## config.mk

```make
export PLATFORM = sky130hd
export DESIGN_NAME = systolic_skew_feeder_flat
export DESIGN_NICKNAME = d
export VERILOG_FILES = /design/src/rtl/systolic_skew_feeder_if.sv /design/src/rtl/systolic_skew_feeder.sv /design/src/flat_wrapper.sv
export SDC_FILE = /design/constraint.sdc
export NUM_CORES = 1
export LEC_CHECK = 0
export CORE_MARGIN = 4
export CORE_UTILIZATION = 50
export DETAILED_ROUTE_END_ITERATION = 7
export GPL_TIMING_DRIVEN = 0
export PLACE_DENSITY = 0.81
export SETUP_SLACK_MARGIN = 0.1
export SYNTH_ARGS = -nofsm -noshare
export SYNTH_HDL_FRONTEND = slang
export SYNTH_SLANG_ARGS = --single-unit
export TNS_END_PERCENT = 5
```

## constraint.sdc

```tcl
create_clock -name clk -period 5.75 [get_ports clk]
set_clock_uncertainty 0.05 [all_clocks]
set_input_delay 0.575 -clock clk [delete_from_list [all_inputs] [get_ports clk]]
set_output_delay 0.575 -clock clk [all_outputs]
set_load 0.01 [all_outputs]
```

## src/rtl/systolic_skew_feeder_if.sv

```systemverilog
// Handshake and tile-facing bus of the systolic skew feeder.
// The master side (upstream source) drives the operands; the slave side is the feeder itself.
interface systolic_skew_feeder_if #(
    parameter int DATA_W = 8,
    parameter int N      = 4,
    parameter int KW     = 8
);
    logic                start;
    logic [KW-1:0]       k_len;
    logic                in_valid;
    logic                in_ready;
    logic [N*DATA_W-1:0] a_vec;
    logic [N*DATA_W-1:0] b_vec;
    logic [N*DATA_W-1:0] a_row_out;
    logic [N*DATA_W-1:0] b_col_out;
    logic                pe_en;
    logic                pe_clr;
    logic                busy;
    logic                done;

    modport master (
        output start, k_len, in_valid, a_vec, b_vec,
        input  in_ready, a_row_out, b_col_out, pe_en, pe_clr, busy, done
    );

    modport slave (
        input  start, k_len, in_valid, a_vec, b_vec,
        output in_ready, a_row_out, b_col_out, pe_en, pe_clr, busy, done
    );
endinterface

```

## src/rtl/systolic_skew_feeder.sv

```systemverilog
// Input staging for the 4x4 systolic tile: accepts K-slices, skews lane i by i cycles,
// and sequences clear / load / zero-flush / done for one matrix product.
module systolic_skew_feeder #(
    parameter int DATA_W = 8,
    parameter int N      = 4,
    parameter int KW     = 8
) (
    input  logic                   clk,
    input  logic                   rst,
    systolic_skew_feeder_if.slave  bus
);
    typedef enum logic [1:0] {IDLE, LOAD, FLUSH, DONE} state_t;

    localparam int FLUSH_LEN = 2 * N - 1;
    localparam int FW        = $clog2(2 * N);

    state_t              state;
    logic [KW-1:0]       k_len_q;
    logic [KW-1:0]       beat_cnt;
    logic [FW-1:0]       flush_cnt;
    logic                advance;
    logic [N*DATA_W-1:0] head_a;
    logic [N*DATA_W-1:0] head_b;
    logic [N*DATA_W-1:0] a_row_w;
    logic [N*DATA_W-1:0] b_col_w;

    // Every skew register moves only on an advance, so the tile stalls as a whole.
    assign advance = (state == LOAD && bus.in_valid && bus.in_ready) || (state == FLUSH);
    assign head_a  = (state == LOAD) ? bus.a_vec : '0;
    assign head_b  = (state == LOAD) ? bus.b_vec : '0;

    always_ff @(posedge clk) begin
        if (rst) begin
            state        <= IDLE;
            k_len_q      <= '0;
            beat_cnt     <= '0;
            flush_cnt    <= '0;
            bus.in_ready <= 1'b0;
            bus.pe_en    <= 1'b0;
            bus.pe_clr   <= 1'b0;
            bus.busy     <= 1'b0;
            bus.done     <= 1'b0;
        end else begin
            bus.pe_en  <= advance;
            bus.pe_clr <= 1'b0;
            bus.done   <= 1'b0;
            case (state)
                IDLE: begin
                    if (bus.start) begin
                        bus.busy <= 1'b1;
                        if (bus.k_len != '0) begin
                            k_len_q      <= bus.k_len;
                            beat_cnt     <= '0;
                            bus.pe_clr   <= 1'b1;
                            bus.in_ready <= 1'b1;
                            state        <= LOAD;
                        end else begin
                            bus.done <= 1'b1;
                            state    <= DONE;
                        end
                    end
                end
                LOAD: begin
                    // Compare against k_len-1 so k_len = 2^KW-1 never needs a wider counter.
                    if (bus.in_valid) begin
                        if (beat_cnt == k_len_q - KW'(1)) begin
                            bus.in_ready <= 1'b0;
                            flush_cnt    <= '0;
                            state        <= FLUSH;
                        end else begin
                            beat_cnt <= beat_cnt + KW'(1);
                        end
                    end
                end
                FLUSH: begin
                    if (flush_cnt == FW'(FLUSH_LEN - 1)) begin
                        bus.done <= 1'b1;
                        state    <= DONE;
                    end else begin
                        flush_cnt <= flush_cnt + FW'(1);
                    end
                end
                DONE: begin
                    bus.busy <= 1'b0;
                    state    <= IDLE;
                end
                default: state <= IDLE;
            endcase
        end
    end

    // Lane i is a chain of i+1 registers; the last one drives the tile directly.
    for (genvar i = 0; i < N; i++) begin : g_lane
        logic [DATA_W-1:0] a_pipe [0:i];
        logic [DATA_W-1:0] b_pipe [0:i];

        always_ff @(posedge clk) begin
            if (rst) begin
                for (int s = 0; s <= i; s++) begin
                    a_pipe[s] <= '0;
                    b_pipe[s] <= '0;
                end
            end else if (advance) begin
                a_pipe[0] <= head_a[i*DATA_W +: DATA_W];
                b_pipe[0] <= head_b[i*DATA_W +: DATA_W];
                for (int s = 1; s <= i; s++) begin
                    a_pipe[s] <= a_pipe[s-1];
                    b_pipe[s] <= b_pipe[s-1];
                end
            end
        end

        assign a_row_w[i*DATA_W +: DATA_W] = a_pipe[i];
        assign b_col_w[i*DATA_W +: DATA_W] = b_pipe[i];
    end

    assign bus.a_row_out = a_row_w;
    assign bus.b_col_out = b_col_w;
endmodule

```

## src/flat_wrapper.sv

```systemverilog
// flat-port wrapper written by rule: the top's interface ports become plain ports
module systolic_skew_feeder_flat 
#(
    parameter int DATA_W = 8,
    parameter int N      = 4,
    parameter int KW     = 8
)
  (clk, rst, bus_start, bus_k_len, bus_in_valid, bus_a_vec, bus_b_vec, bus_in_ready, bus_a_row_out, bus_b_col_out, bus_pe_en, bus_pe_clr, bus_busy, bus_done);
  systolic_skew_feeder_if #(.DATA_W(DATA_W), .N(N), .KW(KW)) bus_i ();
  input  logic clk;
  input  logic rst;
  input wire logic [$bits(bus_i.start)-1:0] bus_start;
  input wire logic [$bits(bus_i.k_len)-1:0] bus_k_len;
  input wire logic [$bits(bus_i.in_valid)-1:0] bus_in_valid;
  input wire logic [$bits(bus_i.a_vec)-1:0] bus_a_vec;
  input wire logic [$bits(bus_i.b_vec)-1:0] bus_b_vec;
  output wire logic [$bits(bus_i.in_ready)-1:0] bus_in_ready;
  output wire logic [$bits(bus_i.a_row_out)-1:0] bus_a_row_out;
  output wire logic [$bits(bus_i.b_col_out)-1:0] bus_b_col_out;
  output wire logic [$bits(bus_i.pe_en)-1:0] bus_pe_en;
  output wire logic [$bits(bus_i.pe_clr)-1:0] bus_pe_clr;
  output wire logic [$bits(bus_i.busy)-1:0] bus_busy;
  output wire logic [$bits(bus_i.done)-1:0] bus_done;
  assign bus_i.start = bus_start;
  assign bus_i.k_len = bus_k_len;
  assign bus_i.in_valid = bus_in_valid;
  assign bus_i.a_vec = bus_a_vec;
  assign bus_i.b_vec = bus_b_vec;
  assign bus_in_ready = bus_i.in_ready;
  assign bus_a_row_out = bus_i.a_row_out;
  assign bus_b_col_out = bus_i.b_col_out;
  assign bus_pe_en = bus_i.pe_en;
  assign bus_pe_clr = bus_i.pe_clr;
  assign bus_busy = bus_i.busy;
  assign bus_done = bus_i.done;
  systolic_skew_feeder #(.DATA_W(DATA_W), .N(N), .KW(KW)) u_core (.clk(clk), .rst(rst), .bus(bus_i));
endmodule
```

==> results of run 1 <==
==> sequential cells by signal, indices dropped and copies added (netlist names) <==
signal and cells:
u_core.state 2, u_core.bus.busy 1, u_core.bus.done 1, u_core.bus.pe_clr 1, u_core.bus.in_ready 1, u_core.g_lane.b_pipe 80
u_core.g_lane.a_pipe 80, u_core.flush_cnt 3, u_core.bus.pe_en 1, u_core.beat_cnt 8, u_core.k_len_q 8
==> placed cells by master (no fill, tap or decap), drive strengths merged, types with 4 or more instances in the layout <==
cell type / count
a21oi: 16
and2: 96
and3: 65
buf: 34
clkbuf: 49
clkdlybuf4s50: 144
dfxtp: 26
edfxtp: 160
ha: 8
inv: 18
mux2i: 10
nand2: 33
nand2b: 8
nand3: 7
nand4: 5
nor2: 20
nor3: 5
o21ai: 11
or4: 4
xnor2: 6
==> path summary, 6_finish.rpt <==
path                                       start                                     endpoint  slack [ps]  depth (start not counted)
setup / recovery    u_core.state[1]$_SDFFE_PP0P_  u_core.g_lane[1].b_pipe[0][6]$_SDFFCE_PN0P_        2770                          8
hold / removal    u_core.k_len_q[7]$_SDFFE_PP0P_               u_core.k_len_q[7]$_SDFFE_PP0P_         420                          2
setup reg to reg    u_core.state[1]$_SDFFE_PP0P_  u_core.g_lane[1].b_pipe[0][6]$_SDFFCE_PN0P_        2770                          8
hold reg to reg   u_core.k_len_q[7]$_SDFFE_PP0P_               u_core.k_len_q[7]$_SDFFE_PP0P_         420                          2
==> cell families (layout without fill, tap and decap cells) <==
kind of cell,Yosys count,in the layout,share of synthesized area (%)
XOR/XNOR,8,8,0.9020
multiplexers,10,10,1.289
AND/OR/NAND/NOR,252,252,18.63
flip-flops,186,186,68.55
adder cells (fa/ha/maj),8,8,1.289
AO/OA/AOI/OAI,47,47,4.268
buffers and inverters,73,251,5.073
==> routing by layer <==
metal,vias to the layer above,wire (um),global-route usage (%)
met5,-,0,0
met1,2304,5977,20.85
met4,0,177,5.543
met3,24,850,5.285
li1,2393,-,-
met2,171,8065,31.62
==> stage by stage <==
step                      utilization, %  area, um^2  power (mW)  setup TNS [ps]
after global placement             62.13        9445       2.913         -234910
after detailed placement           62.54        9508       2.934               0
after floorplan                        -        7769       2.513               0
final                              66.36       10090       4.035               0
after global routing               66.36       10090       4.254               0
after CTS                          66.36       10090       4.069               0
==> power by group through the flow <==
stage / sequential [mW] / clock, mW / combinational, mW
after floorplan: 1.96 / 0 / 0.549
after global placement: 1.96 / 0 / 0.949
after detailed placement: 1.92 / 0 / 1.01
after CTS: 1.89 / 1.15 / 1.02
after global routing: 1.92 / 1.23 / 1.11
final: 1.89 / 1.13 / 1.01
==> final cells by class <==
type | count | area (um^2)
sequential | 186 | 5325
inverter | 10 | 37.54
multi-input combinational | 325 | 2057
fill | 1101 | 5114
tap | 188 | 235.2
clock buffer | 18 | 429.2
timing repair buffer | 146 | 1496
clock inverter | 14 | 151.4
buffer | 63 | 356.6
==> worst max-delay path, cell delays in order (launching register included) <==
cell and delay [ps]:
dfxtp_1 330, inv_1 110, ha_1 150, clkbuf_1 250, a31oi_1 200, nor2_1 660
clkbuf_1 470, clkbuf_1 370, and3_1 240
==> out/qor.csv, run 1 <==
metric,value,unit
clock_latency,430,ps
grt_pass1_vias,5050,
synth_area,7769,um^2
firstDrtPassIters,5,
pwr-share-clk,28.1,%
synth_seq_area_share,68.55,%
initial_core_util,51.10,%
ys.warnings.count,0,
ctsHtreeMaxLevel,4,
synth_area_leaders,"edfxtp_1, and2_1, dfxtp_1",
hpwl,10.86,mm
syn-num-nets,668,
cts_tree,yes,
p_switching,1.170,mW
leakage,3.974,nW
grt_usage,17.81,%
synthCells,584,
yosys_most_used_dff,edfxtp_1,
critPathMaxFanout,10,
cts_resized,0,
internal-power,2.865,mW
cts_setup_buffers,0,
rsz0062_at_grt,no,
end_kind,register,
worstMarginPinSlew,820.5,ps
antenna_found_initial,0,
final_cells,950,
period_needed,2978,ps
required,5980,ps
place_ws,2363,ps
synth-seq-cells,186,
vias,4892,
die_h,132.7,um
async_reset_ff_share,0,%
worstPathArrival,3210,ps
avgRoutedWirePerCell,15.86,um
drt_first_iter_violations,369,
ir_drop,0.2188,mV
syn2layout_area_growth,29.86,%
root_buffer,clkbuf_16,
finalMaxSlewViolations,0,
yosysMostFrequentCell,edfxtp_1,
clk_pin_slew_worst_paths,70,ps
finalSetupViolations,0,
hold_class,reg2reg,
fp-row-count,45,
criticalPathCategory,reg2reg,
dp.cells,918,
grt_pass1_wl,24.73,mm
io_pins,145,
dieArea,17600,um^2
final_antenna_net_count,0,
cts_buffers,17,
drt_wl_total,15.07,mm
max_freq,335.7,MHz
start_kind,register,
yosysTopAreaCell,edfxtp_1,
powerDensity,400.0,nW/um^2
synth-edff-count,160,
holdWs,421.1,ps
ys_types,45,
drive_above_1_share,9.711,%
clock-sinks,186,
die_w,132.7,um
antennaDiodeCount,0,
netSwitchingFraction,29.00,%
slew_headroom,45.10,%
io_buffers,144,
cts_hold_buffers,0,
globalplace.congestion,0.8490,
fin_crit_sh,51.80,%
setup_ws,2772,ps
grt_max_degree,80,
viasPerCell,5.149,
avgSynthCellArea,13.30,um^2
coreArea,15200,um^2
hold_viol_final,0,
cts_max_path_buffers,2,
gr-total-overflow,0,
synth_common_cells,"edfxtp_1, and2_1, and3_1",
nNetsFinal,833,
drcViolationCount,0,
status,completed,
yosys.area.top_type_share,61.85,%
pwr-share-comb,25.1,%
maxCapViolCount,0,
p_seq_share,46.8,%
Power figures use the tool's default switching activity.
==> run 2, diff against run 1 <==
--- a/config.mk
+++ b/config.mk
@@ -6,10 +6,10 @@
 export NUM_CORES = 1
 export LEC_CHECK = 0
 export CORE_MARGIN = 4
-export CORE_UTILIZATION = 50
+export CORE_UTILIZATION = 47
 export DETAILED_ROUTE_END_ITERATION = 7
 export GPL_TIMING_DRIVEN = 0
-export PLACE_DENSITY = 0.81
+export PLACE_DENSITY = 0.8
 export SETUP_SLACK_MARGIN = 0.1
 export SYNTH_ARGS = -nofsm -noshare
 export SYNTH_HDL_FRONTEND = slang
==> constraint.sdc (replaced) <==
create_clock -name clk -period 2.39 [get_ports clk]
set_clock_uncertainty 0.05 [all_clocks]
set_input_delay 0.239 -clock clk [delete_from_list [all_inputs] [get_ports clk]]
set_output_delay 0.239 -clock clk [all_outputs]
set_load 0.01 [all_outputs]
==> out/qor.csv, run 2 (synthesis results as in run 1) <==
metric,value,unit,change
status,finished with violations,,
violations,negative setup slack,,
cts_hold_buffers,0,,unchanged
firstDrtPassIters,5,,unchanged
ir_drop,0.5891,mV,+170%
slew_headroom,46.81,%,+1.7 points
fp-row-count,46,,+2.2%
clock_latency,430,ps,about the same
rsz0062_at_grt,yes,,
place_area,9598,um^2,+0.95%
drt_wl_total,15.71,mm,+4.3%
max_freq,375.2,MHz,+12%
cts_buffers,17,,unchanged
finalMaxSlewViolations,0,,unchanged
drcViolationCount,0,,unchanged
grt_usage,17.21,%,-0.60 points
final_antenna_net_count,0,,unchanged
coreArea,16060,um^2,+5.6%
antennaDiodeCount,0,,unchanged
initial_core_util,48.38,%,-2.7 points
dieArea,18650,um^2,+6.0%
fin_crit_sh,111.5,%,+60 points
syn2layout_area_growth,33.93,%,
nNetsFinal,845,,+1.4%
r2r_end,u_core.beat_cnt[2]$_SDFFE_PP0P_,,
cts_tree,yes,,
leakage,4.075,nW,+2.5%
final_cell_mix,"edfxtp_1, clkdlybuf4s50_1, and2_1, and3_1, buf_4",,
io_buffers,144,,unchanged
end_kind,register,,
ctsHtreeMaxLevel,4,,unchanged
globalplace.congestion,0.8108,,-4.5%
vias,4978,,+1.8%
layout_commonest_cell,edfxtp_1,,
maxCapViolCount,0,,unchanged
setup-tns-final,-2498,ps,-2498 ps
drive_above_1_share,15.25,%,+5.5 points
avgRoutedWirePerCell,15.87,um,about the same
hpwl,10.99,mm,+1.2%
reg2reg_depth,8,,unchanged
fin_area,10410,um^2,+3.1%
critPathMaxFanout,5,,-5
die_w,136.6,um,+3.0%
root_buffer,clkbuf_16,,
place_ws,-685.5,ps,-3048 ps
grt_max_degree,81,,+1.3%
antenna_found_initial,0,,unchanged
holdWs,330.3,ps,-90.74 ps
worstMarginPinSlew,797.9,ps,-22.61 ps
crit_path_end,u_core.beat_cnt[2]$_SDFFE_PP0P_,,
die_h,136.6,um,+3.0%
start_kind,register,,
io_pins,145,,unchanged
hold_viol_final,0,,unchanged
criticalPathCategory,reg2reg,,
worstPathArrival,2920,ps,-290 ps
hold_class,in2reg,,
critPathLaunch,u_core.k_len_q[0]$_SDFFE_PP0P_,,
required,2650,ps,-3330 ps
drt_first_iter_violations,411,,+11%
largest_registers,"u_core.g_lane.a_pipe x80, u_core.g_lane.b_pipe x80",,
clock-sinks,186,,unchanged
gr-total-overflow,0,,unchanged
reg2reg_slack,-280,ps,-3050 ps
r2r-start,u_core.k_len_q[0]$_SDFFE_PP0P_,,
setup_ws,-275.1,ps,-3047 ps
powerDensity,951.1,nW/um^2,+140%
design_power_total,9.896,mW,+150%
period_needed,2665,ps,-313.4 ps
clk_pin_slew_worst_paths,70,ps,about the same
grt_pass1_vias,4982,,-1.3%
viasPerCell,5.028,,-2.4%
cts_max_path_buffers,2,,unchanged
grt_pass1_wl,24.58,mm,-0.61%
finalSetupViolations,14,,+14
==> run 2: cell count changes in the layout (fill, tap and decap cells not counted), moves of 5 or more <==
cell / previous run / this run
clkbuf_1: 32 / 25
buf_4: 32 / 42
o21ai_0: 9 / 3
dfxtp_1: 26 / 21
o21ai_1: 0 / 6
clkbuf_2: 0 / 6
==> run 2: critical path: stages (launching register included) <==
cell	delay, ps
dfxtp_4	360
buf_4	140
or4_4	490
nor3_1	270
nand4_1	270
buf_4	210
a311o_2	440
o2111ai_1	230
nand3_1	100
==> run 2: cell type report <==
class	count	area, um^2
Fill cell	1123	5653
Sequential cell	186	5336
Multi-Input combinational cell	326	2240
Timing Repair Buffer	157	1585
Clock buffer	18	429.2
Buffer	63	374.1
Tap cell	216	270.3
Clock inverter	14	127.6
Inverter	10	42.54
==> run 2: timing repair <==
action | CTS | global route
endpoints found under the hold margin | 0 | 0
pin swaps | 7 | 9
gates cloned | 1 | 0
gates resized for setup | 23 | 25
setup buffers | 5 | 6
endpoints found under the setup margin | 214 | 141
==> run 2: metal layers <==
layer | track usage (%) | wire length [um]
met4 | 7.839 | 493
met2 | 30.07 | 8218
met3 | 4.375 | 955
met5 | 0 | 0
met1 | 19.89 | 6045
==> run 2: power by group <==
group / internal, mW / switching, mW / total [mW]
clock: 1.38 / 1.27 / 2.65
sequential: 4.33 / 0.226 / 4.56
combinational: 1.22 / 1.47 / 2.69
total: 6.93 / 2.97 / 9.90
==> run 2: how the worst min path moves through the flow <==
stage	start	cells past startpoint	endpoint	slack [ps]
6_report	bus_k_len[0]	3	u_core.k_len_q[0]$_SDFFE_PP0P_	330
5_1_grt	bus_k_len[7]	3	u_core.k_len_q[7]$_SDFFE_PP0P_	330
4_1_cts	bus_k_len[0]	3	u_core.k_len_q[0]$_SDFFE_PP0P_	310
3_3_place_gp	u_core.k_len_q[7]$_SDFFE_PP0P_	2	u_core.k_len_q[7]$_SDFFE_PP0P_	410
3_5_place_dp	u_core.k_len_q[7]$_SDFFE_PP0P_	2	u_core.k_len_q[7]$_SDFFE_PP0P_	420
2_1_floorplan	bus_k_len[0]	2	u_core.k_len_q[0]$_SDFFE_PP0P_	320
==> run 2: metrics by stage <==
step	util, %	instances
floorplan	-	584
global placement	59.43	944
detailed placement	59.77	946
CTS	64.07	984
global route	64.80	990
finish	64.80	990
